$ cat config.mk
export PLATFORM = sky130hd
export DESIGN_NAME = fetch_prefetch_unit
export DESIGN_NICKNAME = d
export VERILOG_FILES = /design/src/rtl/fetch_prefetch_unit.sv
export SDC_FILE = /design/constraint.sdc
export NUM_CORES = 1
export LEC_CHECK = 0
export ABC_CLOCK_PERIOD_IN_PS = 4850
export BUFFER_PORTS_ARGS = -buffer_cell sky130_fd_sc_hd__buf_2
export CAP_MARGIN = 20
export CORE_MARGIN = 5
export CORE_UTILIZATION = 35
export DETAILED_ROUTE_END_ITERATION = 16
export PLACE_DENSITY = 0.6
export SYNTH_ARGS = -nofsm -noshare
export SYNTH_HDL_FRONTEND = slang
export SYNTH_SLANG_ARGS = --single-unit
$ cat constraint.sdc
create_clock -name clk -period 4.85 [get_ports clk]
set_input_delay 0.2425 -clock clk [delete_from_list [all_inputs] [get_ports clk]]
set_output_delay 0.2425 -clock clk [all_outputs]
set_load 0.02 [all_outputs]
$ cat src/rtl/fetch_prefetch_unit.sv
// fetch_prefetch_unit: instruction fetch front end with a Depth-entry
// prefetch queue and up to Depth fetches in flight or queued.
// Redirects flush the queue and drop stale in-order responses.
// Optional build macro FETCH_PERF_EN adds perf_fetched / perf_flushed
// saturating counters.
module fetch_prefetch_unit #(
   parameter int                   DataWidth   = 32,
   parameter int                   Depth       = 4,
   parameter logic [DataWidth-1:0] ResetVector = '0
) (
   input  logic                 clk,
   input  logic                 rst,
   input  logic                 instruc_mem_valid,
   input  logic [DataWidth-1:0] instruction_in,
   output logic                 instruction_mem_request,
   output logic                 instruction_mem_we_re,
   output logic [3:0]           instruc_mask_singal,
   output logic [DataWidth-1:0] pc_address,
   input  logic                 redirect,
   input  logic [DataWidth-1:0] redirect_target,
   input  logic                 stall,
   output logic                 instr_valid,
   output logic [DataWidth-1:0] instruction,
   output logic [DataWidth-1:0] pre_address_pc
`ifdef FETCH_PERF_EN
   ,
   output logic [31:0]          perf_fetched,
   output logic [31:0]          perf_flushed
`endif
);

   localparam int PtrW = $clog2(Depth);
   localparam int CntW = PtrW + 1;

   logic [DataWidth-1:0] fetch_pc;
   logic [DataWidth-1:0] resp_pc;
   logic [CntW-1:0]      count;
   logic [CntW-1:0]      outstanding;
   logic [CntW-1:0]      drop_cnt;
   logic [PtrW-1:0]      wr_ptr;
   logic [PtrW-1:0]      rd_ptr;
   logic [DataWidth-1:0] q_data [Depth];
   logic [DataWidth-1:0] q_pc   [Depth];

   logic                 credit_ok;
   logic                 req;
   logic                 drop_resp;
   logic                 push;
   logic                 pop;
   logic [CntW-1:0]      outstanding_nxt;
   logic [CntW-1:0]      count_nxt;
   logic [CntW-1:0]      drop_nxt;
   logic [DataWidth-1:0] target_aligned;
   logic                 unused_tgt_bits;

   // Credits cover both queued entries and in-flight fetches, so the queue
   // can never overflow regardless of memory latency.
   assign credit_ok       = ({1'b0, count} + {1'b0, outstanding}) < (CntW+1)'(Depth);
   assign req             = rst && credit_ok && !redirect;
   assign drop_resp       = instruc_mem_valid && (redirect || drop_cnt != '0);
   assign push            = instruc_mem_valid && !drop_resp;
   assign instr_valid     = (count != '0);
   assign pop             = instr_valid && !stall;
   assign outstanding_nxt = outstanding + CntW'(req) - CntW'(instruc_mem_valid);
   assign target_aligned  = {redirect_target[DataWidth-1:2], 2'b00};
   assign unused_tgt_bits = ^redirect_target[1:0];

   // Memory interface outputs are qualified by the request.
   assign instruction_mem_request = req;
   assign instruction_mem_we_re   = 1'b0;
   assign instruc_mask_singal     = req ? 4'b1111 : 4'b0000;
   assign pc_address              = req ? fetch_pc : '0;

   // Queue head toward decode; zero when empty.
   assign instruction    = instr_valid ? q_data[rd_ptr] : '0;
   assign pre_address_pc = instr_valid ? q_pc[rd_ptr]   : '0;

   // Next occupancy and drop count; a redirect overrides both.
   always_comb begin
      // NOTE: every output of a combinational block gets a value on every path
      // (defaults first) so no latch is inferred.
      count_nxt = count + CntW'(push) - CntW'(pop);
      drop_nxt  = drop_cnt;
      if (instruc_mem_valid && drop_cnt != '0) begin
         drop_nxt = drop_cnt - CntW'(1);
      end
      if (redirect) begin
         count_nxt = '0;
         drop_nxt  = outstanding_nxt;
      end
   end

   // Control state: PCs, pointers, occupancy and in-flight bookkeeping.
   always_ff @(posedge clk or negedge rst) begin
      // NOTE: sequential state uses non-blocking assignments so every register
      // samples pre-edge values regardless of statement order.
      if (!rst) begin
         fetch_pc    <= ResetVector;
         resp_pc     <= ResetVector;
         count       <= '0;
         outstanding <= '0;
         drop_cnt    <= '0;
         wr_ptr      <= '0;
         rd_ptr      <= '0;
      end else begin
         count       <= count_nxt;
         outstanding <= outstanding_nxt;
         drop_cnt    <= drop_nxt;
         if (redirect) begin
            fetch_pc <= target_aligned;
            resp_pc  <= target_aligned;
            wr_ptr   <= '0;
            rd_ptr   <= '0;
         end else begin
            if (req) begin
               fetch_pc <= fetch_pc + DataWidth'(4);
            end
            if (push) begin
               wr_ptr  <= wr_ptr + PtrW'(1);
               resp_pc <= resp_pc + DataWidth'(4);
            end
            if (pop) begin
               rd_ptr <= rd_ptr + PtrW'(1);
            end
         end
      end
   end

   // Queue storage: written on push only.
   always_ff @(posedge clk) begin
      // NOTE: storage is deliberately not reset; count gates every read, so
      // stale contents are never visible.
      if (push) begin
         q_data[wr_ptr] <= instruction_in;
         q_pc[wr_ptr]   <= resp_pc;
      end
   end

`ifdef FETCH_PERF_EN
   logic [31:0] flushed_inc;
   logic [32:0] flushed_sum;

   // Discarded responses plus queue entries thrown away by a redirect.
   always_comb begin
      flushed_inc = 32'(drop_resp) + (redirect ? (32'(count) - 32'(pop)) : 32'd0);
      flushed_sum = {1'b0, perf_flushed} + {1'b0, flushed_inc};
   end

   // Saturating performance counters.
   always_ff @(posedge clk or negedge rst) begin
      if (!rst) begin
         perf_fetched <= '0;
         perf_flushed <= '0;
      end else begin
         if (pop && perf_fetched != '1) begin
            perf_fetched <= perf_fetched + 32'd1;
         end
         perf_flushed <= flushed_sum[32] ? '1 : flushed_sum[31:0];
      end
   end
`else
   // Performance counters not built.
`endif

`ifndef SYNTHESIS
   // A response with nothing in flight is illegal stimulus from memory.
   a_resp_has_request: assert property (@(posedge clk) disable iff (!rst)
      instruc_mem_valid |-> (outstanding != '0));
`endif

endmodule

Yosys cells after proc, flatten, opt, wreduce, memory -nomap -nowiden
Memories as Yosys holds them, arrays and structs flattened.
Index checks and enable logic that the tools add are counted.
{"block": "classes", "add_sub_neg": 10, "reduce_logical": 16, "n_shift": 0, "bitwise_logic": 0, "div": 0, "n_mul": 0, "mux": 17, "n_eq_ne": 0, "magnitude_cmp": 1}
{"op": "two-way mux 32 bit", "count": 7}
{"op": "adder 32 x 3 -> 32 bit (second input constant)", "count": 2}
{"op": "two-way mux 3 bit", "count": 3}
{"op": "two-way mux 2 bit", "count": 4}
{"op": "nonzero test 2 bit", "count": 4}
{"op": "adder 3 x 1 -> 3 bit", "count": 2}
{"op": "logical AND 1 bit", "count": 6}
{"op": "nonzero test 3 bit", "count": 2}
{"op": "subtractor 3 x 1 -> 3 bit", "count": 2}
{"op": "adder 2 x 1 -> 2 bit (second input constant)", "count": 2}
{"op": "adder 3 x 3 -> 4 bit", "count": 1}
{"op": "< comparator 4 x 3 -> 1 bit (second input constant)", "count": 1}
{"op": "two-way mux 4 bit", "count": 1}
{"op": "zero test 1 bit", "count": 3}
{"op": "subtractor 3 x 1 -> 3 bit (second input constant)", "count": 1}
{"op": "two-way mux 1 bit", "count": 2}
{"op": "logical OR 1 bit", "count": 1}
{"block": "totals", "rom_bits": 0, "reg_bits": 77, "latchBits": 0, "word_cells": 53, "ramBits": 256, "in_bits": 69, "out_inout_bits": 103, "mem_count": 2}
{"memory": "q_data", "words": 4, "width": 32, "read_ports": 1, "rd_ports_with_merged_regs": 0, "wr": 1, "line": "42", "rtl": "logic [DataWidth-1:0] q_data [Depth];"}
{"memory": "q_pc", "words": 4, "width": 32, "read_ports": 1, "rd_ports_with_merged_regs": 0, "wr": 1, "line": "43", "rtl": "logic [DataWidth-1:0] q_pc [Depth];"}

Longest topological paths before layout
{"block": "depth", "word_depth": 8, "ltp_mapped": 12, "mapped_depth_nobuf": 12}

Worst setup path after synthesis
No wires, ideal clock.
{"block": "synth_timing", "path_type": "flip-flop to flip-flop", "start": "register drop_cnt[0]", "end": "memory q_data[0][0], enable pin", "arrival_time_ns": 2.689, "n_path_buf": 0, "period_less_slack_ns": 3.116, "path_slack_ns": 1.734, "setup_ns": 0.427, "path_stages_with_launch": 6, "cell_sequence": "dfrtp_1 > inv_1 > ha_1 > nand3b_1 > nor2_1 > and2_1"}
{"block": "synth_between", "elab_chain_cells": 7}
{"item": "start, declared", "line": "39", "rtl": "logic [CntW-1:0] drop_cnt;"}
{"item": "start signal, assigned", "line": "108", "rtl": "drop_cnt <= drop_nxt;"}
{"item": "nonzero test 3 bit", "line": "60", "rtl": "assign drop_resp = instruc_mem_valid && (redirect || drop_cnt != '0);"}
{"item": "logical OR 1 bit", "line": "60"}
{"item": "logical AND 1 bit", "line": "60"}
{"item": "zero test 1 bit", "line": "61", "rtl": "assign push = instruc_mem_valid && !drop_resp;"}
{"item": "logical AND 1 bit", "line": "61"}
{"item": "two-way mux 1 bit", "line": "133", "rtl": "if (push) begin"}
{"item": "two-way mux 1 bit (not written as such)", "line": "134", "rtl": "q_data[wr_ptr] <= instruction_in;"}
{"item": "end, declared", "line": "42"}
No other way between the ends.

Final worst setup path
{"block": "layout_timing", "start": "register count[2]", "end": "output port pc_address[30]"}
{"block": "layout_between", "elab_chain_cells": 5}
{"item": "start, declared", "line": "37", "rtl": "logic [CntW-1:0] count;"}
{"item": "start signal, assigned", "line": "106", "rtl": "count <= count_nxt;"}
{"item": "adder 3 x 3 -> 4 bit", "line": "58", "rtl": "assign credit_ok = ({1'b0, count} + {1'b0, outstanding}) < (CntW+1)'(Depth);"}
{"item": "< comparator 4 x 3 -> 1 bit", "line": "58"}
{"item": "logical AND 1 bit (2 in a row)", "line": "59", "rtl": "assign req = rst && credit_ok && !redirect;"}
{"item": "two-way mux 32 bit", "line": "72", "rtl": "assign pc_address = req ? fetch_pc : '0;"}
{"item": "end, declared", "line": "18", "rtl": "output logic [DataWidth-1:0] pc_address,"}
No other way between the ends.

==> qor.yml <==
worst_setup_path:
  rr_worst_depth: 6
  cp_cell_sequence: "ha_1 -> nor4b_4 -> nand2_1 -> nor2_2 -> buf_4 -> and2_1 -> buf_2"
  r2r_start: "drop_cnt[0]$_DFFE_PN0P_"
  startpoint: "count[2]$_DFF_PN0_"
  crit_path_end_kind: "output port"
  slowest_stage: "nor4b_4"
  crit_fanout: 35
  crit_end: "pc_address[30]"
  startpoint_type: "flop"
  path_class: "flop to output port"
  max_stage_delay_ns: 0.59
  cp.required_ns: 4.61
  regToRegSetupSlack_ns: 2.11
  r2r_end: "q_data[0][12]$_DFFE_PP_"
  cp.arrival_ns: 2.88
placement:
  dpl.hpwl_um: 20800
  port_buffers: 164
  dp_cells: 1604
  pre_cts_slack_ns: 2.04
  gp_congestion: 0.820
clock_tree:
  h-tree-depth: 2
  cts_inserted_buffers: 37
  cts_setup_buffers: 0
  clock_latency_ns: 0.51
  clock_path_buffers: 3
  cts_tree: "built"
  ctsResizeCount: 0
  path_clk_slew_ns: 0.06
  cts-root-buf: "clkbuf_16"
  cts.sinks: 321
floorplan:
  fp.coreArea_um2: 40600
  dieArea_um2: 44900
  rows: 74
  die_h_um: 212
  die_w_um: 212
  num_io_pins: 172
  initial_core_util_pct: 35.2
min_path:
  whs_path_depth: 3
  min-delay-path-class: "primary input to flop"
drt:
  wirelength_um: 33200
  post_drt_wl_per_cell_um: 19.4
  via_per_inst: 5.18
  drt-initial-drc-count: 460
  antenna_left: 0
  num_vias: 8835
  drc_errors: 0
  drt_pass1_iterations: 5
cells_and_area:
  areaGrowthSynthToFinish_pct: 20.3
  n_fill_cell: 3732
  fin_nets: 1232
  drive_gt1_share_pct: 27.1
  antenna_cells: 0
  stdcell_count: 1706
global_routing:
  grt_overflow: 0
  grt_pass1_vias: 9040
  grt_max_degree: 70
  grt_first_pass_wirelength_um: 51800
  antenna_found_initial: 0
  grt_usage_pct: 14.6
sta:
  slew_violations: 0
  setup_viol: 0
  tightest_slew_ns: 1.01
  rsz0062_at_grt: "no"
  min_period_ns: 3.12
  finalWorstSetupSlack_ns: 1.73
  finalSetupTns_ns: 0
  max_freq_mhz: 320
  hold_viol: 0
  finalClockSkew_ns: 0.0130
  fin_crit_sh_pct: 64.4
  slew_headroom_pct: 32.7
yosys:
  synth_top_area_share_pct: 52.2
  synth-seq-area-share_pct: 65.0
  async_reset_ff_share_pct: 22.7
  syn_inst: 954
  netlist_area_um2: 14300
  yosysWarnings: 0
  synth_cell_types: 57
  yosysTopAreaCell: "edfxtp_1"
  dominantRegCellSynth: "edfxtp_1"
  synth_common_cells: "248 x edfxtp_1, 73 x dfrtp_1, 69 x nor2b_1, 62 x mux4_2, 45 x nor2_1"
  synth_seq_cells: 321
  yosysMostFrequentCell: "edfxtp_1"
  avgSynthCellArea_um2: 15.0
  synth-edff-count: 248
  ys_top_cells_by_area: "edfxtp_1 52%, dfrtp_1 13%, mux4_2 9.8%"
run:
  maxCapViolations: 0
pwr:
  ir_drop_v: 0.000354
  p_leak_uw: 0.00612
  p_per_area_nw_per_um2: 494
outcome:
  status: "finished, final reports clean"
sequential cells by signal (all words and copies together) (netlist names):
name and flops:
count 3, drop_cnt 3, fetch_pc 30, outstanding 3
q_data 128, q_pc 120, rd_ptr 2, resp_pc 30
wr_ptr 2
metrics by stage:
stage	power, uW	hold WS (ns)	util, %	instance area (um2)
4_1_cts	8640	0.00237	42.3	17200
3_3_place_gp	5820	0.182	38.5	15600
6_report	8480	0.0250	42.3	17200
5_1_grt	8960	0.0203	42.3	17200
3_5_place_dp	5840	0.179	38.5	15600
2_1_floorplan	5070	-0.0531	-	14300
power by group:
part	internal, uW	switching [uW]
sequential	3160	265
clock	1670	1060
combinational	965	1360
total	5800	2690
layout by cell type (no fill, tap or decap), types with 33 or more instances in the layout:
cell type / instances
dlygate4sd3_1: 35
mux4_2: 62
and2_1: 37
edfxtp_1: 248
nor2b_1: 69
dfrtp_1: 71
nand2_1: 33
clkbuf_16: 39
buf_2: 163
nor2_1: 44
critical path: cells and delay by family, from the launching register on:
| family | cells | cell delay (ns) |
|---|---|---|
| DFF | 1 | 0.41 |
| and+or+nand+nor | 4 | 1.17 |
| adders and majority gates | 1 | 0.34 |
| buffers and inverters | 2 | 0.45 |
final cells by class:
cell class / instances / area, um2 / area share [%]
clock buffer: 46 / 1030 / 6.01
clock inverter: 20 / 180 / 1.05
inverter: 15 / 56.3 / 0.328
multi-input combinational: 562 / 4700 / 27.4
sequential: 321 / 9280 / 54.0
tap: 532 / 666 / 3.88
timing repair buffer: 210 / 1250 / 7.30
timing repair:
action                                  CTS  global route
hold buffers                             35             0
endpoints found under the setup margin    0             0
endpoints found under the hold margin   153             0
worst min path at each step:
| stage | startpoint | endpoint | slack (ns) |
|---|---|---|---|
| after global placement | rst | fetch_pc[30]$_DFFE_PN0N_ | 0.18 |
| after detailed placement | rst | fetch_pc[30]$_DFFE_PN0N_ | 0.18 |
| after floorplan | rst | count[0]$_DFF_PN0_ | -0.05 |
| after global routing | redirect_target[2] | fetch_pc[2]$_DFFE_PN0N_ | 0.02 |
| after CTS | redirect_target[8] | resp_pc[8]$_DFFE_PN0N_ | 0.002 |
| final | redirect_target[9] | resp_pc[9]$_DFFE_PN0N_ | 0.03 |
cells by family after synthesis:
family          count (synthesis)  synth area share, %
compound gates                 97                 5.07
xor+xnor                       21                 1.29
fa+ha+maj                      16                 1.51
buf+inv                        75                 2.30
flops                         321                 65.0
mux                            72                 10.5
other cells                     1               0.0263
simple gates                  351                 14.3
layer usage:
layer  GRT usage (%)  part of all wire, %
met2            23.7                   47
met3            2.56                  6.4
met5               0                    0
met1            20.7                   45
met4            3.35                  1.8
Note: power is estimated with default switching activity, not from simulation.
